<file path="config.mk">
export PLATFORM = sky130hd
export DESIGN_NAME = video_timing_detector
export DESIGN_NICKNAME = d
export VERILOG_FILES = /design/src/rtl/video_timing_pkg.sv /design/src/rtl/sync_edge_meter.sv /design/src/rtl/video_timing_detector.sv
export SDC_FILE = /design/constraint.sdc
export NUM_CORES = 1
export LEC_CHECK = 0
export BUFFER_PORTS_ARGS = -buffer_cell sky130_fd_sc_hd__clkbuf_2
export CAP_MARGIN = 20
export CORE_MARGIN = 3
export CORE_UTILIZATION = 35
export CTS_CLUSTER_SIZE = 25
export DETAILED_ROUTE_END_ITERATION = 7
export GPL_TIMING_DRIVEN = 0
export HOLD_SLACK_MARGIN = 0.05
export PLACE_DENSITY_LB_ADDON = 0.15
export SLEW_MARGIN = 5
export SYNTH_ARGS = -nofsm -noshare
export SYNTH_HDL_FRONTEND = slang
export SYNTH_SLANG_ARGS = --single-unit
</file>
<file path="constraint.sdc">
create_clock -name i_clk -period 9.4 [get_ports i_clk]
set_clock_uncertainty 0.2 [all_clocks]
set_input_delay 1.41 -clock i_clk [delete_from_list [all_inputs] [get_ports i_clk]]
set_output_delay 1.41 -clock i_clk [all_outputs]
set_load 0.02 [all_outputs]
</file>
<file path="src/rtl/video_timing_pkg.sv">
// Shared definitions for the video timing detector: default counter width,
// lock FSM states and the nominal 640x480 raster constants.
package video_timing_pkg;

    localparam int CW_DEFAULT = 12;

    // Nominal 480p raster (pixels per line / lines per frame)
    localparam int H_TOTAL      = 800;
    localparam int H_ACTIVE     = 640;
    localparam int H_SYNC_START = 656;
    localparam int H_SYNC_END   = 751;
    localparam int V_TOTAL      = 525;
    localparam int V_ACTIVE     = 480;
    localparam int V_SYNC_START = 490;
    localparam int V_SYNC_END   = 491;

    typedef enum logic [1:0] {
        SEARCH  = 2'd0,
        MEASURE = 2'd1,
        LOCKED  = 2'd2
    } lock_state_t;

endpackage

</file>
<file path="src/rtl/sync_edge_meter.sv">
// Rising-edge detector with a saturating period counter.
// The counter advances on i_en; on each rising edge the number of enables
// seen since the previous edge (including the edge cycle) is latched.
module sync_edge_meter #(
    parameter int CW = 12
) (
    input  logic          i_clk,
    input  logic          i_rst,
    input  logic          i_sync,
    input  logic          i_en,
    output logic          o_rise,
    output logic [CW-1:0] o_period,
    output logic [CW-1:0] o_measure,
    output logic          o_sat
);

    localparam logic [CW-1:0] CMAX = '1;

    logic          r_prev;
    logic [CW-1:0] r_count;
    logic [CW-1:0] r_period;
    logic [CW-1:0] w_next;

    assign o_sat     = (r_count == CMAX);
    assign w_next    = o_sat ? CMAX : r_count + 1'b1;
    assign o_rise    = i_sync & ~r_prev;
    assign o_measure = i_en ? w_next : r_count;
    assign o_period  = r_period;

    // Second sync stage, period counter and latched result
    always_ff @(posedge i_clk) begin
        if (i_rst) begin
            r_prev   <= 1'b0;
            r_count  <= '0;
            r_period <= '0;
        end else begin
            r_prev <= i_sync;
            if (o_rise) begin
                r_period <= o_measure;
                r_count  <= '0;
            end else if (i_en) begin
                r_count <= w_next;
            end
        end
    end

endmodule

</file>
<file path="src/rtl/video_timing_detector.sv">
// Receive-side video timing detector: measures line/frame geometry from a
// pixel-synchronous hsync/vsync/de stream, recovers active coordinates and
// declares lock after two identical consecutive frame measurements.
// Optional macro POLARITY_DETECT_EN: learn sync polarity at each de rise.
module video_timing_detector
    import video_timing_pkg::*;
#(
    parameter int CW = CW_DEFAULT
) (
    input  logic          i_clk,
    input  logic          i_rst,
    input  logic          i_hsync,
    input  logic          i_vsync,
    input  logic          i_de,
    output logic [CW-1:0] o_x,
    output logic [CW-1:0] o_y,
    output logic          o_de_out,
    output logic          o_frame_start,
    output logic [CW-1:0] o_h_total,
    output logic [CW-1:0] o_h_active,
    output logic [CW-1:0] o_v_total,
    output logic [CW-1:0] o_v_active,
    output logic          o_locked,
    output logic          o_hpol,
    output logic          o_vpol
);

    localparam logic [CW-1:0] CMAX = '1;

    logic            r_hsQ, r_vsQ, r_deQ, r_deQ2;
    logic            w_hpol, w_vpol, w_hs, w_vs;
    logic            w_deRise, w_deFall;
    logic            w_hsRise, w_vsRise, w_hSat, w_vSat;
    logic [CW-1:0]   w_hTotal, w_hMeasure, w_vTotal, w_vMeasure;
    logic [CW-1:0]   r_x, r_y, r_run, r_hActive, r_vActive, r_activeLines;
    logic            r_deOut, r_frameStart, r_locked;
    logic            w_lineActive;
    logic [CW-1:0]   w_hTotalNow, w_hActiveNow, w_activeNow;
    logic [4*CW-1:0] w_snap, r_prevSnap;
    logic            w_snapValid, w_timeout;
    lock_state_t     r_state;

    // First input stage plus the second de stage used for edge detection
    always_ff @(posedge i_clk) begin
        if (i_rst) begin
            r_hsQ  <= 1'b0;
            r_vsQ  <= 1'b0;
            r_deQ  <= 1'b0;
            r_deQ2 <= 1'b0;
        end else begin
            r_hsQ  <= i_hsync;
            r_vsQ  <= i_vsync;
            r_deQ  <= i_de;
            r_deQ2 <= r_deQ;
        end
    end

    assign w_deRise = r_deQ & ~r_deQ2;
    assign w_deFall = ~r_deQ & r_deQ2;

`ifdef POLARITY_DETECT_EN
    logic r_hpol, r_vpol;

    // Sync levels seen at the start of active video are the inactive levels
    always_ff @(posedge i_clk) begin
        if (i_rst) begin
            r_hpol <= 1'b0;
            r_vpol <= 1'b0;
        end else if (w_deRise) begin
            r_hpol <= r_hsQ;
            r_vpol <= r_vsQ;
        end
    end

    assign w_hpol = r_hpol;
    assign w_vpol = r_vpol;
`else
    assign w_hpol = 1'b0;
    assign w_vpol = 1'b0;
`endif

    assign w_hs   = r_hsQ ^ w_hpol;
    assign w_vs   = r_vsQ ^ w_vpol;
    assign o_hpol = w_hpol;
    assign o_vpol = w_vpol;

    sync_edge_meter #(.CW(CW)) u_hMeter (
        .i_clk     (i_clk),
        .i_rst     (i_rst),
        .i_sync    (w_hs),
        .i_en      (1'b1),
        .o_rise    (w_hsRise),
        .o_period  (w_hTotal),
        .o_measure (w_hMeasure),
        .o_sat     (w_hSat)
    );

    sync_edge_meter #(.CW(CW)) u_vMeter (
        .i_clk     (i_clk),
        .i_rst     (i_rst),
        .i_sync    (w_vs),
        .i_en      (w_hsRise),
        .o_rise    (w_vsRise),
        .o_period  (w_vTotal),
        .o_measure (w_vMeasure),
        .o_sat     (w_vSat)
    );

    assign w_lineActive = w_hsRise && (r_run != '0);
    assign w_activeNow  = (w_lineActive && (r_activeLines != CMAX)) ?
                          r_activeLines + 1'b1 : r_activeLines;

    // Per-line de run length and per-frame count of lines that carried de
    always_ff @(posedge i_clk) begin
        if (i_rst) begin
            r_run         <= '0;
            r_hActive     <= '0;
            r_vActive     <= '0;
            r_activeLines <= '0;
        end else begin
            if (w_hsRise) begin
                r_run <= '0;
            end else if (r_deQ && (r_run != CMAX)) begin
                r_run <= r_run + 1'b1;
            end
            if (w_lineActive) begin
                r_hActive <= r_run;
            end
            if (w_vsRise) begin
                r_vActive     <= w_activeNow;
                r_activeLines <= '0;
            end else begin
                r_activeLines <= w_activeNow;
            end
        end
    end

    // Active coordinates, aligned de and frame start pulse
    always_ff @(posedge i_clk) begin
        if (i_rst) begin
            r_x          <= '0;
            r_y          <= '0;
            r_deOut      <= 1'b0;
            r_frameStart <= 1'b0;
        end else begin
            r_deOut      <= r_deQ;
            r_frameStart <= w_vsRise;
            if (w_deRise) begin
                r_x <= '0;
            end else if (r_deQ) begin
                r_x <= r_x + 1'b1;
            end
            if (w_vsRise) begin
                r_y <= '0;
            end else if (w_deFall) begin
                r_y <= r_y + 1'b1;
            end
        end
    end

    // Snapshot reflects values latched this very cycle so lock moves with frame_start
    assign w_hTotalNow  = w_hsRise ? w_hMeasure : w_hTotal;
    assign w_hActiveNow = w_lineActive ? r_run : r_hActive;
    assign w_snap       = {w_hTotalNow, w_hActiveNow, w_vMeasure, w_activeNow};
    assign w_snapValid  = (w_hTotalNow != '0) && (w_hActiveNow != '0) &&
                          (w_vMeasure != '0) && (w_activeNow != '0);
    assign w_timeout    = w_hSat | w_vSat;

    // Lock FSM: compare consecutive frame snapshots on each vsync rise
    always_ff @(posedge i_clk) begin
        if (i_rst) begin
            r_state    <= SEARCH;
            r_locked   <= 1'b0;
            r_prevSnap <= '0;
        end else if (w_timeout) begin
            r_state    <= SEARCH;
            r_locked   <= 1'b0;
            r_prevSnap <= '0;
        end else if (w_vsRise) begin
            unique case (r_state)
                SEARCH: begin
                    r_state    <= MEASURE;
                    r_locked   <= 1'b0;
                    r_prevSnap <= '0;
                end
                MEASURE: begin
                    r_prevSnap <= w_snap;
                    if (w_snapValid && (w_snap == r_prevSnap)) begin
                        r_state  <= LOCKED;
                        r_locked <= 1'b1;
                    end
                end
                LOCKED: begin
                    r_prevSnap <= w_snap;
                    if (w_snap != r_prevSnap) begin
                        r_state  <= MEASURE;
                        r_locked <= 1'b0;
                    end
                end
                default: begin
                    r_state  <= SEARCH;
                    r_locked <= 1'b0;
                end
            endcase
        end
    end

    assign o_x           = r_x;
    assign o_y           = r_y;
    assign o_de_out      = r_deOut;
    assign o_frame_start = r_frameStart;
    assign o_h_total     = w_hTotal;
    assign o_h_active    = r_hActive;
    assign o_v_total     = w_vTotal;
    assign o_v_active    = r_vActive;
    assign o_locked      = r_locked;

endmodule

</file>
# == Word-level counts from Yosys, hierarchy flattened ==
# Cells that the tools add are included.
# totals
ff_bits,178
input_bits,5
# op_classes
add_sub_neg,6
n_eq_ne,10
muxes,13
bitwise_logic,9
reduce_logical,21
# ops
cell,n
case mux 48 bit (2 select lines),1
adder 12 x 1 -> 12 bit (second input constant),6
2-to-1 mux 12 bit,6
nonzero test 12 bit,5
equality test 48 bit,1
!= test 48 bit,1
equality test 12 bit (second input constant),2
!= test 12 bit (second input constant),2
OR reduction 2 bit,5
logical AND 1 bit,7
case mux 2 bit (3 select lines),1
AND 1 bit,4
2-to-1 mux 2 bit,2
!= test 2 bit (second input constant),2
inverter 1 bit,4
AND reduction 3 bit,1
equality test 2 x 1 -> 1 bit (second input constant),1
equality test 2 bit (second input constant),1
logical NOT 2 bit,1
2-to-1 mux 1 bit,2
case mux 1 bit (2 select lines),1
AND reduction 2 bit,1
nonzero test 2 bit,1
bitwise OR 1 bit,1

# == Longest topological paths before layout ==
# logic_depth
depth_word,11
depth_mapped,15

# == Modules after synthesis ==
# From an unflattened synthesis, not the netlist that was laid out.
# hier_totals
cells_unflattened,1085
area_unflattened_um2,9150.0
# modules_own_cells
module,n_inst,cells_per_inst,area_per_inst_um2,seq_area_each_um2
video_timing_detector,1,815,6715.2,2542.4
sync_edge_meter,2,135,1217.4,500.5

# == Worst setup path before layout ==
# OpenSTA, ideal clock, no wires.
# synth_path
path_type,flip-flop to flip-flop
from,reg r_run[1]
to,reg r_state[0]
setup_ns,0.121
arrival_time_ns,3.342
required_time_ns,9.079
slack_ns,5.736
path_stages_with_launch,15
n_path_buf,2
period_less_slack_ns,3.664
cell_sequence,dfxtp_1 -> inv_1 -> ha_1 -> or4b_1 -> buf_2 -> o31ai_4 -> buf_2 -> a22oi_1 -> xor2_1 -> nand2_1 -> nor4_1 -> nand4_1 -> or3_1 -> o21ba_2 -> mux2_4
# synth_via
elab_chain_cells,10
elab_cells_between_ends,16
# synth_rtl
item,line,rtl
"start, declared",video_timing_detector.sv:35,"logic [CW-1:0] r_x, r_y, r_run, r_hActive, r_vActive, r_activeLines;"
"start signal, assigned",video_timing_detector.sv:124,r_run <= r_run + 1'b1;
nonzero test 12 bit,video_timing_detector.sv:109,assign w_lineActive = w_hsRise && (r_run != '0);
logical AND 1 bit,video_timing_detector.sv:109,
2-to-1 mux 12 bit,-,
nonzero test 12 bit,video_timing_detector.sv:165,assign w_snapValid = (w_hTotalNow != '0) && (w_hActiveNow != '0) &&
logical AND 1 bit (2 in a row),video_timing_detector.sv:165,
logical AND 1 bit,video_timing_detector.sv:166,(w_vMeasure != '0) && (w_activeNow != '0);
logical AND 1 bit,video_timing_detector.sv:188,if (w_snapValid && (w_snap == r_prevSnap)) begin
!= test 2 bit (no source line),-,
AND reduction 3 bit (no source line) *,-,
"end signal, assigned",video_timing_detector.sv:172,r_state <= SEARCH;
"end signal, assigned",video_timing_detector.sv:189,r_state <= LOCKED;
"end signal, assigned",video_timing_detector.sv:196,r_state <= MEASURE;
"end, declared",video_timing_detector.sv:41,lock_state_t r_state;
# Every way passes the cells marked *; elsewhere a longest branch is shown, timed or not.
# A chain may end at the register's enable or synchronous reset.

# == Final worst setup path ==
# Same ends and word-level chain as after synthesis.

==> impl_metrics.ini <==
[setup_path]
crit_required_ps = 9540
crit_type = flop to flop
crit_arrival_ps = 5010
cp-end-kind = flop
startpoint_type = flop
path_max_fanout = 10

[cts]
clock_sinks = 177
root_buffer = clkbuf_16
clk_path_buf_depth = 2
clkTransAtPathRegs_ps = 80
post_cts_buffers = 0
clock_latency_ps = 450
htree_levels = 4
ctsHoldBuffers = 0
cts-resized-gates = 0
cts_tree = built
cts_buffers = 17

[power]
seqPwrFrac = 0.467
p_clk_frac = 0.459
power.net_switching_mw = 0.442
peakVddDrop_v = 0.0000912
p_leak_nw = 3.81
total_power_mw = 1.65
combPwrFrac = 0.074
p_sw_frac = 0.268
cellPowerDensity_nw_per_um2 = 161
p_int_mw = 1.20

[cells_and_area]
antenna_cells = 0
nNetsFinal = 1198
syn_to_final_growth_pct = 16.2
final_cell_count_no_fill = 1519
nFillCells = 2518
drive_gt1_frac = 0.115

[die]
dieArea_um2 = 27000
start_util = 0.359
fp.dieW_um = 164
num_io_pins = 82
rows = 57
core_um2 = 24500
die_y_um = 164

[global_route]
grt_antenna_before_repair = 0
grt_pass1_wl_um = 44900
groute.usage.overall = 0.217
overflow = 0
grt_pass1_vias = 7779
grt_max_degree = 18

[placement]
post-dp-hpwl_um = 21900
dpl.cell_count = 1486
place.gp.congestion = 0.915
place_ws_ps = 4690
portBuffers = 79

[synth]
yosys_most_used_dff = dfxtp_1
ys_seq_area_frac = 0.404
synthArstFlopShare = 0
synth_edf_count = 0
synthCells = 1082
avgSynthCellArea_um2 = 8.11
syn_area_um2 = 8770
ys_warn_count = 0
yosysUniqueCellTypes = 75
ys_ff_latch = 177

[routing]
drt_pass1_iterations = 5
route.final.wire_length_um = 29500
vias = 8380
vias_per_cell = 5.52
first_iter_violations = 782
detail_route.wl_per_cell_um = 19.4
drc = 0
detail-route-antenna-nets = 0

[timing]
rsz0062_at_grt = false
maxSlewViolCount = 0
period_needed_ps = 4860
tightest_slew_ps = 985
setup_viol = 0
max_slew_margin = 0.326
clock.fmax_mhz = 206
setup_slack_ps = 4540
fin_crit_sh = 0.517
final-hold-violation-count = 0
tns_ps = 0

[run_status]
status = finished, final reports clean

[hold_path]
hold_class = flop to flop

[run]
maxCapViolCount = 0
-- critical path: stages (launching register included) --
cell     delay, ps
dfxtp_1        420
inv_1          170
ha_1           180
or4b_1         430
buf_2          210
o31ai_4        510
buf_2          350
buf_4          250
mux2i_1        320
nand2_1        120
nor4_1         640
a21oi_1         80
o41ai_1        200
or3_1          200
o21ba_2        180
mux2_4         300
-- cell type report --
cell class                 count  area, um2  share of cell area
timing repair buffer          80        400              0.0393
sequential                   177       3540               0.348
tap                          324        405              0.0398
multi-input combinational    819       4880               0.479
buffer                        66        269              0.0264
clock inverter                14        175              0.0172
clock buffer                  18        439              0.0431
inverter                      21       78.8             0.00773
-- worst paths after layout --
path / from / to / slack [ps] / cells after the start
setup / recovery: r_run[1] / r_state[0] / 4540 / 15
hold / removal: u_vMeter.o_period[8] / u_vMeter.o_period[8] / 260 / 2
setup reg to reg: r_run[1] / r_state[0] / 4540 / 15
hold reg to reg: u_vMeter.o_period[8] / u_vMeter.o_period[8] / 260 / 2
-- sequential cells by signal (all words and copies together) (netlist names) --
register / cells
o_de_out: 1
o_frame_start: 1
o_h_active: 12
o_locked: 1
o_v_active: 12
o_x: 12
o_y: 12
r_activeLines: 12
r_deQ: 1
r_hsQ: 1
r_prevSnap: 48
r_run: 12
r_state: 1
r_vsQ: 1
u_hMeter.o_period: 12
u_hMeter.r_count: 12
u_hMeter.r_prev: 1
u_vMeter.o_period: 12
u_vMeter.r_count: 12
u_vMeter.r_prev: 1
-- placed cells by master (no fill, tap or decap), drive strengths merged, types with 31 or more instances in the layout --
master / synthesis / layout
nor2b: 32 / 32
nand3: 38 / 38
dfxtp: 177 / 177
xnor2: 31 / 31
o21ai: 32 / 32
nand2: 82 / 82
nor2: 185 / 185
clkbuf: 51 / 149
xor2: 39 / 39
a21oi: 65 / 65
-- cells in the mapped netlist, drive strengths merged, types with 15 or more instances --
| library cell | instances | area [um2] |
|---|---|---|
| nand2 | 82 | 308 |
| nor3 | 29 | 145 |
| nand4 | 25 | 156 |
| xnor2 | 31 | 279 |
| dfxtp | 177 | 3540 |
| o21ai | 32 | 160 |
| inv | 21 | 78.8 |
| nor2 | 185 | 694 |
| a21oi | 65 | 325 |
| a22oi | 28 | 210 |
| nor2b | 32 | 200 |
| clkbuf | 51 | 191 |
| nor4 | 24 | 150 |
| buf | 15 | 77.6 |
| xor2 | 39 | 342 |
| nand3 | 38 | 190 |
-- cell families (layout without fill, tap and decap cells) --
| group | Yosys count | after routing | share of synthesized area |
|---|---|---|---|
| AND/OR/NAND/NOR | 490 | 490 | 0.272 |
| buffers and inverters | 87 | 199 | 0.0397 |
| AO/OA/AOI/OAI | 232 | 232 | 0.181 |
| other | 1 | 2 | 0.000427 |
| multiplexers | 14 | 14 | 0.0165 |
| adder cells (fa/ha/maj) | 11 | 11 | 0.0157 |
| flip-flops | 177 | 177 | 0.404 |
| XOR/XNOR | 70 | 70 | 0.0707 |
-- power groups by stage --
stage	Sequential (mW)	Combinational, mW	Clock, mW
after floorplan	0.792	0.0682	0
after detailed placement	0.786	0.120	0
after global routing	0.770	0.132	0.793
after CTS	0.769	0.120	0.767
after global placement	0.786	0.120	0
final	0.769	0.122	0.755
-- layer usage --
metal | vias up | share of wire | global-route usage
met5 | - | 0 | 0
met4 | 0 | 0.025 | 0.0665
met3 | 50 | 0.067 | 0.0436
met2 | 301 | 0.44 | 0.338
met1 | 3966 | 0.47 | 0.302
li1 | 4063 | - | -
-- metrics by stage --
step                hold WS (ps)   util  instance area (um2)
floorplan                    253      -                 8780
global placement             243  0.391                 9580
detailed placement           248  0.391                 9580
CTS                          259  0.417                10200
global route                 284  0.417                10200
finish                       257  0.417                10200
Power figures use the tool's default switching activity.
